==> src/rtl/soc_eeg_streamer_pkg.sv <==
// Shared types for the EEG sample streamer.
package soc_eeg_streamer_pkg;

    typedef logic [15:0] AdcData_t;

    typedef enum logic [2:0] {
        IDLE,
        LOAD_START,
        STREAM,
        EPOCH,
        WAIT_INF,
        DONE
    } state_t;

endpackage

==> src/rtl/soc_eeg_streamer_fifo.sv <==
// sample_fifo: small circular sample buffer with flush and occupancy count.
module sample_fifo
    import soc_eeg_streamer_pkg::*;
#(
    parameter int DEPTH = 4
) (
    input  logic                     clk,
    input  logic                     rst,
    input  logic                     flush,
    input  logic                     push,
    input  logic                     pop,
    input  AdcData_t                 din,
    output AdcData_t                 dout,
    output logic                     full,
    output logic                     empty,
    output logic [$clog2(DEPTH):0]   count
);

    localparam int AW = $clog2(DEPTH);
    localparam int CW = AW + 1;

    AdcData_t        mem [DEPTH];
    logic [AW-1:0]   wr_ptr;
    logic [AW-1:0]   rd_ptr;
    logic            do_push;
    logic            do_pop;

    assign full    = (count == CW'(DEPTH));
    assign empty   = (count == '0);
    assign do_pop  = pop && !empty;
    // A pop frees the slot, so a push is legal even when full.
    assign do_push = push && (!full || do_pop);
    assign dout    = mem[rd_ptr];

    always_ff @(posedge clk or posedge rst) begin
        if (rst) begin
            wr_ptr <= '0;
            rd_ptr <= '0;
            count  <= '0;
        end else if (flush) begin
            wr_ptr <= '0;
            rd_ptr <= '0;
            count  <= '0;
        end else begin
            if (do_push) wr_ptr <= wr_ptr + AW'(1);
            if (do_pop)  rd_ptr <= rd_ptr + AW'(1);
            count <= count + CW'(do_push) - CW'(do_pop);
        end
    end

    always_ff @(posedge clk) begin
        if (do_push && !flush) mem[wr_ptr] <= din;
    end

endmodule

==> src/rtl/soc_eeg_streamer.sv <==
// Streams one epoch of ADC samples into the CIM and waits for inference.
// Optional inference watchdog: define SOC_INFERENCE_TIMEOUT_EN.
module soc_eeg_streamer
    import soc_eeg_streamer_pkg::*;
#(
    parameter int SAMPLES_PER_EPOCH = 3000,
    parameter int FIFO_DEPTH        = 4,
    parameter int SAMPLE_GAP        = 2,
    parameter int TIMEOUT_CYCLES    = 1000000
) (
    input  logic     clk,
    input  logic     rst,
    input  logic     start,
    input  logic     adc_valid,
    output logic     adc_ready,
    input  AdcData_t adc_data,
    output logic     cim_rst_n,
    output logic     cim_start_eeg_load,
    output logic     cim_new_eeg_data,
    output AdcData_t cim_eeg,
    output logic     cim_new_sleep_epoch,
    input  logic     cim_inference_complete,
    output logic     busy,
    output logic     epoch_done,
    output logic     timeout
);

    localparam int LW = $clog2(FIFO_DEPTH) + 1;
    localparam int SW = $clog2(SAMPLES_PER_EPOCH + 1);
    localparam int GW = $clog2(SAMPLE_GAP + 1);

    state_t          state;
    state_t          ns;
    logic [LW-1:0]   level;
    logic [SW-1:0]   sent;
    logic [SW-1:0]   sent_next;
    logic [GW-1:0]   gap;
    logic            rst_seen;
    logic            push;
    logic            pop;
    logic            flush;
    logic            sent_all;
    logic            full_next;
    logic            ready_next;
    logic            inf_timeout;
    logic            fifo_full;
    logic            fifo_empty;
    AdcData_t        fifo_dout;

    assign push      = adc_valid && adc_ready;
    assign flush     = (state == IDLE) && start;
    assign sent_all  = (sent == SW'(SAMPLES_PER_EPOCH));
    assign pop       = (state == STREAM) && !fifo_empty && (gap == '0) && !sent_all;
    assign sent_next = sent + SW'(pop);
    assign full_next = !flush && ((fifo_full && !pop) ||
                       (level == LW'(FIFO_DEPTH - 1) && push && !pop));
    assign ready_next = (ns == LOAD_START ||
                        (ns == STREAM && sent_next != SW'(SAMPLES_PER_EPOCH))) && !full_next;

    sample_fifo #(
        .DEPTH (FIFO_DEPTH)
    ) u_fifo (
        .clk   (clk),
        .rst   (rst),
        .flush (flush),
        .push  (push),
        .pop   (pop),
        .din   (adc_data),
        .dout  (fifo_dout),
        .full  (fifo_full),
        .empty (fifo_empty),
        .count (level)
    );

`ifdef SOC_INFERENCE_TIMEOUT_EN
    localparam int TW = $clog2(TIMEOUT_CYCLES + 1);
    logic [TW-1:0] wait_cnt;

    always_ff @(posedge clk or posedge rst) begin
        if (rst) wait_cnt <= '0;
        else if (state != WAIT_INF) wait_cnt <= '0;
        else wait_cnt <= wait_cnt + TW'(1);
    end

    assign inf_timeout = (state == WAIT_INF) && (wait_cnt == TW'(TIMEOUT_CYCLES - 1));
`else
    // Watchdog compiled out: never fires.
    assign inf_timeout = 1'b0 & (TIMEOUT_CYCLES == 0);
`endif

    always_ff @(posedge clk or posedge rst) begin
        if (rst) state <= IDLE;
        else state <= ns;
    end

    always_comb begin
        ns = state;
        unique case (state)
            IDLE:       if (start) ns = LOAD_START;
            LOAD_START: ns = STREAM;
            STREAM:     if (sent_all) ns = EPOCH;
            EPOCH:      ns = WAIT_INF;
            WAIT_INF: begin
                if (cim_inference_complete) ns = DONE;
                else if (inf_timeout) ns = IDLE;
            end
            DONE:       ns = IDLE;
            default:    ns = IDLE;
        endcase
    end

    always_ff @(posedge clk or posedge rst) begin
        if (rst) begin
            sent                <= '0;
            gap                 <= '0;
            rst_seen            <= 1'b0;
            cim_rst_n           <= 1'b0;
            adc_ready           <= 1'b0;
            cim_start_eeg_load  <= 1'b0;
            cim_new_eeg_data    <= 1'b0;
            cim_eeg             <= '0;
            cim_new_sleep_epoch <= 1'b0;
            busy                <= 1'b0;
            epoch_done          <= 1'b0;
            timeout             <= 1'b0;
        end else begin
            // CIM leaves reset two cycles after the system does.
            rst_seen            <= 1'b1;
            cim_rst_n           <= rst_seen;
            adc_ready           <= ready_next;
            cim_start_eeg_load  <= (ns == LOAD_START);
            cim_new_eeg_data    <= pop;
            cim_new_sleep_epoch <= (ns == EPOCH);
            busy                <= (ns != IDLE);
            epoch_done          <= (ns == DONE);
            if (pop) cim_eeg <= fifo_dout;
            if (inf_timeout && !cim_inference_complete) timeout <= 1'b1;
            if (flush) begin
                sent <= '0;
                gap  <= '0;
            end else begin
                sent <= sent_next;
                if (pop) gap <= GW'(SAMPLE_GAP - 1);
                else if (gap != '0) gap <= gap - GW'(1);
            end
        end
    end

endmodule

==> config.mk <==
export PLATFORM = sky130hd
export DESIGN_NAME = soc_eeg_streamer
export DESIGN_NICKNAME = d
export VERILOG_FILES = /design/src/rtl/soc_eeg_streamer_pkg.sv /design/src/rtl/soc_eeg_streamer_fifo.sv /design/src/rtl/soc_eeg_streamer.sv
export SDC_FILE = /design/constraint.sdc
export NUM_CORES = 1
export LEC_CHECK = 0
export BUFFER_PORTS_ARGS = -buffer_cell sky130_fd_sc_hd__buf_2
export CAP_MARGIN = 20
export CORE_MARGIN = 3
export CORE_UTILIZATION = 50
export DETAILED_ROUTE_END_ITERATION = 10
export GPL_TIMING_DRIVEN = 0
export PLACE_DENSITY_LB_ADDON = 0.15
export SLEW_MARGIN = 10
export SYNTH_ARGS = -nofsm -noshare
export SYNTH_HDL_FRONTEND = slang
export SYNTH_HIERARCHICAL = 1
export SYNTH_SLANG_ARGS = --single-unit
==> constraint.sdc <==
create_clock -name clk -period 3.6 [get_ports clk]
set_input_delay 0.18 -clock clk [delete_from_list [all_inputs] [get_ports clk]]
set_output_delay 0.18 -clock clk [all_outputs]
set_load 0.01 [all_outputs]
## Word level (Yosys, flattened, before mapping)

Memory sizes are Yosys's and may differ from the RTL's. A register that Yosys moved wholly into a read port is not among the register bits.
Index checks and enable logic that the tools add are counted.

| storage, ports and cells | value |
|---|---|
| memories kept | 1 |
| logic and storage cells | 79 |
| bits in writable memories | 64 |
| bits of input ports | 21 |
| output and inout bits | 24 |
| bits in registers | 32 |

| cells by class | value |
|---|---|
| add/subtract/negate cells | 6 |
| mux-type cells | 15 |
| eq/ne operators | 12 |
| reduce and logical (&&, ||, !) cells | 31 |

Memory list:

| memory | words | bits a word | rd ports | clocked after memory_dff | write ports | line | text |
|---|---|---|---|---|---|---|---|
| u_fifo.mem | 4 | 16 | 1 | 1 | 1 | soc_eeg_streamer_fifo.sv:22 | `AdcData_t mem [DEPTH];` |

Operator list:

| cell | number |
|---|---|
| equality test 3 x 2 -> 1 bit (second input constant) | 5 |
| one-hot mux 3 bit (5 select lines) | 1 |
| logical AND 1 bit | 14 |
| 2-to-1 mux 2 bit | 7 |
| adder 12 x 1 -> 12 bit | 1 |
| equality test 12 bit (second input constant) | 1 |
| 2-to-1 mux 12 bit | 1 |
| 2-to-1 mux 3 bit | 4 |
| inequality test 12 bit (second input constant) | 1 |
| equality test 3 bit (second input constant) | 3 |
| equality test 3 x 1 -> 1 bit (second input constant) | 2 |
| zero test 1 bit | 6 |
| zero test 3 bit | 2 |
| nonzero test 2 bit | 3 |
| nonzero test 3 bit | 2 |
| adder 2 x 1 -> 2 bit (second input constant) | 2 |
| adder 3 x 1 -> 3 bit | 1 |
| logical OR 1 bit | 3 |
| subtractor 3 x 1 -> 3 bit | 1 |
| zero test 2 bit | 1 |
| 2-to-1 mux 1 bit | 2 |
| subtractor 2 x 1 -> 2 bit (second input constant) | 1 |

## Depth between registers and ports, before layout

| depth | value |
|---|---|
| word-level depth | 11 |
| depth in mapped cells | 16 |
| gate-level depth less buffers | 14 |

## Cells and area by module

The synthesis kept the hierarchy.

Modules (own cells, without submodules):

| module | instances | cells each | seq. area each (µm²) | area an instance (µm²) |
|---|---|---|---|---|
| sample_fifo | 1 | 131 | 2,097.0 | 2,775.2 |
| soc_eeg_streamer | 1 | 161 | 1,026.0 | 1,919.3 |

## Worst setup path after synthesis

OpenSTA, ideal clock, no wires.

| path | value |
|---|---|
| kind | reg-to-reg |
| start point | register gap[0] |
| end point | memory u_fifo/mem[0][0] (netlist name) (enable) |
| setup time | 0.413 ns |
| setup slack | 0.479 ns |
| arrival time | 2.708 ns |
| period minus slack after synthesis | 3.121 ns |
| required time | 3.187 ns |
| path buffers | 2 |
| stages on the path, launching flop included | 10 |
| cells stage by stage | dfrtp_1 -> inv_1 -> ha_1 -> nand4b_1 -> nand2b_1 -> buf_6 -> buf_12 -> inv_4 -> o21ai_0 -> nor3b_1 |

| between the ends | value |
|---|---|
| word-level cells in the longest chain between the ends | 9 |

RTL lines:

| item | line | text |
|---|---|---|
| start: declaration | soc_eeg_streamer.sv:37 | `logic [GW-1:0] gap;` |
| start signal: assignment | soc_eeg_streamer.sv:143 | `if (pop) gap <= GW'(SAMPLE_GAP - 1);` |
| start signal: assignment | soc_eeg_streamer.sv:144 | `else if (gap != '0) gap <= gap - GW'(1);` |
| zero test 2 bit | soc_eeg_streamer.sv:53 | `assign pop = (state == STREAM) && !fifo_empty && (gap == '0) && !sent_all;` |
| logical AND 1 bit (2 in a row) | soc_eeg_streamer.sv:53 |  |
| net pop | soc_eeg_streamer.sv:40 | `logic pop;` |
| logical AND 1 bit | soc_eeg_streamer_fifo.sv:30 | `assign do_pop = pop && !empty;` |
| logical OR 1 bit | soc_eeg_streamer_fifo.sv:32 | `assign do_push = push && (!full \|\| do_pop);` |
| logical AND 1 bit | soc_eeg_streamer_fifo.sv:32 |  |
| logical AND 1 bit | soc_eeg_streamer_fifo.sv:52 | `if (do_push && !flush) mem[wr_ptr] <= din;` |
| 2-to-1 mux 1 bit | soc_eeg_streamer_fifo.sv:52 |  |
| 2-to-1 mux 1 bit (not written as such) | soc_eeg_streamer_fifo.sv:52 |  |
| end: declaration | soc_eeg_streamer_fifo.sv:22 |  |

The timed path passes the listed nets, and every way through them passes these cells.

## Final worst setup path

| path | value |
|---|---|
| start point | register state[0] |
| end point | memory u_fifo/mem[2][7] (netlist name) (enable) |

| between the ends | value |
|---|---|
| word-level cells in the longest chain between the ends | 10 |
| elaborated cells on any way between the ends | 13 |
| classes of those cells | 1 x eq/ne; 2 x mux; 10 x reduce/logical |

RTL lines:

| item | line | text |
|---|---|---|
| start: declaration | soc_eeg_streamer.sv:32 | `state_t state;` |
| start signal: assignment | soc_eeg_streamer.sv:93 | `else state <= ns;` |
| equality test 3 x 2 -> 1 bit | soc_eeg_streamer.sv:53 |  |
| logical AND 1 bit (3 in a row) | soc_eeg_streamer.sv:53 |  |
| net pop | soc_eeg_streamer.sv:40 |  |
| logical AND 1 bit | soc_eeg_streamer_fifo.sv:30 |  |
| logical OR 1 bit | soc_eeg_streamer_fifo.sv:32 |  |
| logical AND 1 bit | soc_eeg_streamer_fifo.sv:32 |  |
| logical AND 1 bit | soc_eeg_streamer_fifo.sv:52 |  |
| 2-to-1 mux 1 bit | soc_eeg_streamer_fifo.sv:52 |  |
| 2-to-1 mux 1 bit (not written as such) | soc_eeg_streamer_fifo.sv:52 |  |

The timed path passes the listed nets, and every way through them passes these cells.

==> metrics.md <==
| Metric | Value |
|---|---|
| Fillers | `713` |
| HPWL Detailed | `5.32 mm` |
| Leakage power | `2.16 nW` |
| Post-Synthesis Cells | `292` |
| Final hold viol count | `0` |
| Final std cells w/o fill | `465` |
| Share of flip-flops with an asynchronous set or reset | `42.9%` |
| Data arrival time of the worst path | `3.10 ns` |
| 1st-pass router iterations | `4` |
| Row count | `34` |
| Critical-path cell list | `buf_2 > nor2_1 > nand4b_1 > nand2b_1 > buf_6 > buf_12 > inv_4 > o21ai_0 > nor3b_2 > buf_4` |
| CTS tree | `built` |
| CTS Sinks | `112` |
| Unrepaired setup endpoints after global routing | `false` |
| Diode count | `0` |
| Initial Util | `52.5%` |
| Skew final | `0.00888 ns` |
| Req. time, crit path | `3.66 ns` |
| Final GP Congestion | `0.784` |
| First-pass GRT wire length | `12.7 mm` |
| Slowest cell on the critical path | `nor3b_2` |
| R2r setup slk | `0.56 ns` |
| # setup viols final | `0` |
| Setup Fix Bufs, Post-CTS | `0` |
| Slew Limit Fails | `0` |
| Fmax | `329 MHz` |
| Sequential element share of the synthesized area | `66.5%` |
| Initial DRC Count | `91` |
| WS Path Type | `reg -> reg` |
| Worst r2r src | `state[0]` |
| Nets | `382` |
| Crit start category | `flop` |
| Synthesized area | `4690 um^2` |
| Vias | `2466` |
| Clock root buffer | `clkbuf_8` |
| Yosys cell types | `48` |
| CTS H-tree depth | `3` |
| Total CTS buffers | `9` |
| Share of layout cells above drive strength 1 | `33.1%` |
| CTS clk-pin slew, worst paths | `0.10 ns` |
| Routed wire length per instance | `16.4 um` |
| Global route overflow | `0` |
| Outcome | `complete, no violations` |
| Die span in x | `103 um` |
| Fin Hold WS | `0.0343 ns` |
| R2r endpoint | `u_fifo/mem[2][7]` |
| Drt drc | `0` |
| I/O pin count | `45` |
| Yosys reg bits | `112` |
| End of the worst hold path | `u_fifo/mem[2][11]` |
| Design area | `5360 um^2` |
| Via-per-instance ratio | `5.30` |
| Port bufs | `43` |
| Total wire length | `7.65 mm` |
| Power per Cell Area | `689 nW/um^2` |
| Synth warnings | `6` |
| HP Class | `in -> reg` |
| Initial antenna violation count | `0` |
| Placed cell area | `5120 um^2` |
| Final ANT Viol Nets | `0` |
| Vias in the first global route | `2554` |
| Placed Instances | `448` |
| HP Start | `adc_data[11]` |
| Layout area overhead | `14.1%` |
| Crit-path max cell delay | `0.74 ns` |
| Hold Path Cell Cnt | `1` |
| Die height | `103 um` |
| Gr usage total | `15.9%` |
| Tmin final | `3.04 ns` |
| Worst skew pair latency | `0.35 ns` |
| Syn nets | `322` |
| Slew headroom | `42.7%` |
| Measured slew at the worst slew-check pin | `0.856 ns` |
| Top FF cell, synth | `edfxtp_1` |
| Worst-path maximum fanout | `10` |
| Max-capacitance violation count | `0` |
| R2R cell count | `10` |
| Maximum vdd drop | `350 uV` |
| Endpoint type of the worst setup path | `flop` |
| Die area | `10600 um^2` |
| Clock tree buffer depth | `2` |
| EDFF count, synth | `64` |
| DP Worst Slack | `0.555 ns` |
| Final Cycle Share | `84.4%` |
| Pin count of the biggest net entering global routing | `35` |
| Mean Syn Cell Area | `16.1 um^2` |
| Fin Setup TNS | `0 ns` |
| Final worst setup slack | `0.563 ns` |
| Core ar. | `8930 um^2` |
==> cells in the final DEF (no fill, tap or decap), types with 3 or more instances in the layout <==
cell       n
ha_1       8
nor2_1    27
nor2b_1    3
o21ai_0    3
mux2_4     9
nor3_1     6
buf_4      7
mux4_2    16
mux2_2     8
edfxtp_1  64
buf_2     46
xor2_1     8
a21oi_1    3
nor3b_2    4
dfrtp_1   48
nand2b_1   5
nand3_1    6
buf_6      3
clkbuf_1   5
inv_1      9
clkbuf_8  10
nand2_1    7
xnor2_1    9
and3_1     3
==> worst max-delay path, delay by kind of cell, from the launching register on <==
| kind | cells | cell delay [ns] |
|---|---|---|
| flops | 1 | 0.37 |
| simple gates | 4 | 1.19 |
| compound gates | 1 | 0.28 |
| buf+inv | 5 | 0.88 |
==> cell type report <==
class | instances | area, um^2 | area share (%)
buffer | 15 | 106 | 1.99
clock buffer | 10 | 138 | 2.57
clock inverter | 6 | 91.3 | 1.70
inverter | 11 | 43.8 | 0.817
multi-input combinational | 154 | 1440 | 26.9
sequential | 112 | 3120 | 58.3
tap | 108 | 135 | 2.52
timing repair buffer | 49 | 279 | 5.21
==> cells in the mapped netlist, types with 4 or more instances <==
cell type / instances / area (um^2)
nor2_1: 27 / 101
nor3b_1: 5 / 37.5
xnor2_1: 9 / 78.8
inv_1: 10 / 37.5
mux2_2: 8 / 90.1
nor3_1: 6 / 30.0
nand3_1: 6 / 30.0
ha_1: 8 / 100
nand2b_1: 5 / 31.3
mux2_4: 9 / 135
dfrtp_1: 48 / 1200
xor2_1: 8 / 70.1
mux4_2: 16 / 360
clkbuf_1: 5 / 18.8
edfxtp_1: 64 / 1920
buf_4: 4 / 30.0
nand2_1: 7 / 26.3
==> sequential cells by signal (all words and copies together), names as in the netlist <==
signal               flops
adc_ready                1
epoch_done               1
cim_new_eeg_data         1
busy                     1
state                    3
u_fifo/mem              64
u_fifo/rd_ptr            2
cim_eeg                 16
rst_seen                 1
sent                    12
u_fifo/wr_ptr            2
gap                      2
cim_new_sleep_epoch      1
cim_start_eeg_load       1
u_fifo/count             3
cim_rst_n                1
==> how the worst max path moves through the flow <==
stage,from,to,slack [ns]
global route,gap[0],u_fifo/mem[1][5],0.37
finish,state[0],u_fifo/mem[2][7],0.56
detailed placement,state[0],u_fifo/mem[0][9],0.56
floorplan,gap[0],u_fifo/mem[0][0],0.48
global placement,state[0],u_fifo/mem[0][9],-0.65
CTS,state[0],u_fifo/mem[0][6],0.53
==> stage by stage <==
stage,utilization (%),power (W)
6_report,60.0,0.00369
2_1_floorplan,-,0.00258
3_5_place_dp,57.3,0.00292
3_3_place_gp,56.5,0.00286
4_1_cts,60.0,0.00375
5_1_grt,60.0,0.00392
==> layer usage <==
metal	vias up	share of wire [%]	GRT usage (%)
li1	1184	-	-
met1	1228	45	21.5
met4	0	0.81	4.78
met2	48	50	26.2
met3	6	3.8	3.04
met5	-	0	0
==> timing repair <==
item,CTS,global route
resized for setup,0,0
hold buffers,1,0
endpoints found under the setup margin,0,0
endpoints found under the hold margin,14,0
==> cells by family (layout without fill, tap and decap cells) <==
kind of cell,Yosys count,after routing,share of synthesized area (%)
DFF,112,112,66.5
and+or+nand+nor,75,75,9.17
muxes,35,35,12.9
buffers and inverters,26,91,3.20
xor gates and xnor gates,17,17,3.17
AOI/OAI and AO/OA,16,16,2.32
adders and majority gates,9,9,2.56
other,2,2,0.160
==> power by group <==
part | total [W] | internal (W) | switching [W]
clock | 0.000819 | 0.000415 | 0.000404
combinational | 0.00113 | 0.000564 | 0.000564
sequential | 0.00174 | 0.00162 | 0.000119
No activity file was read; power rests on OpenSTA's default activity.
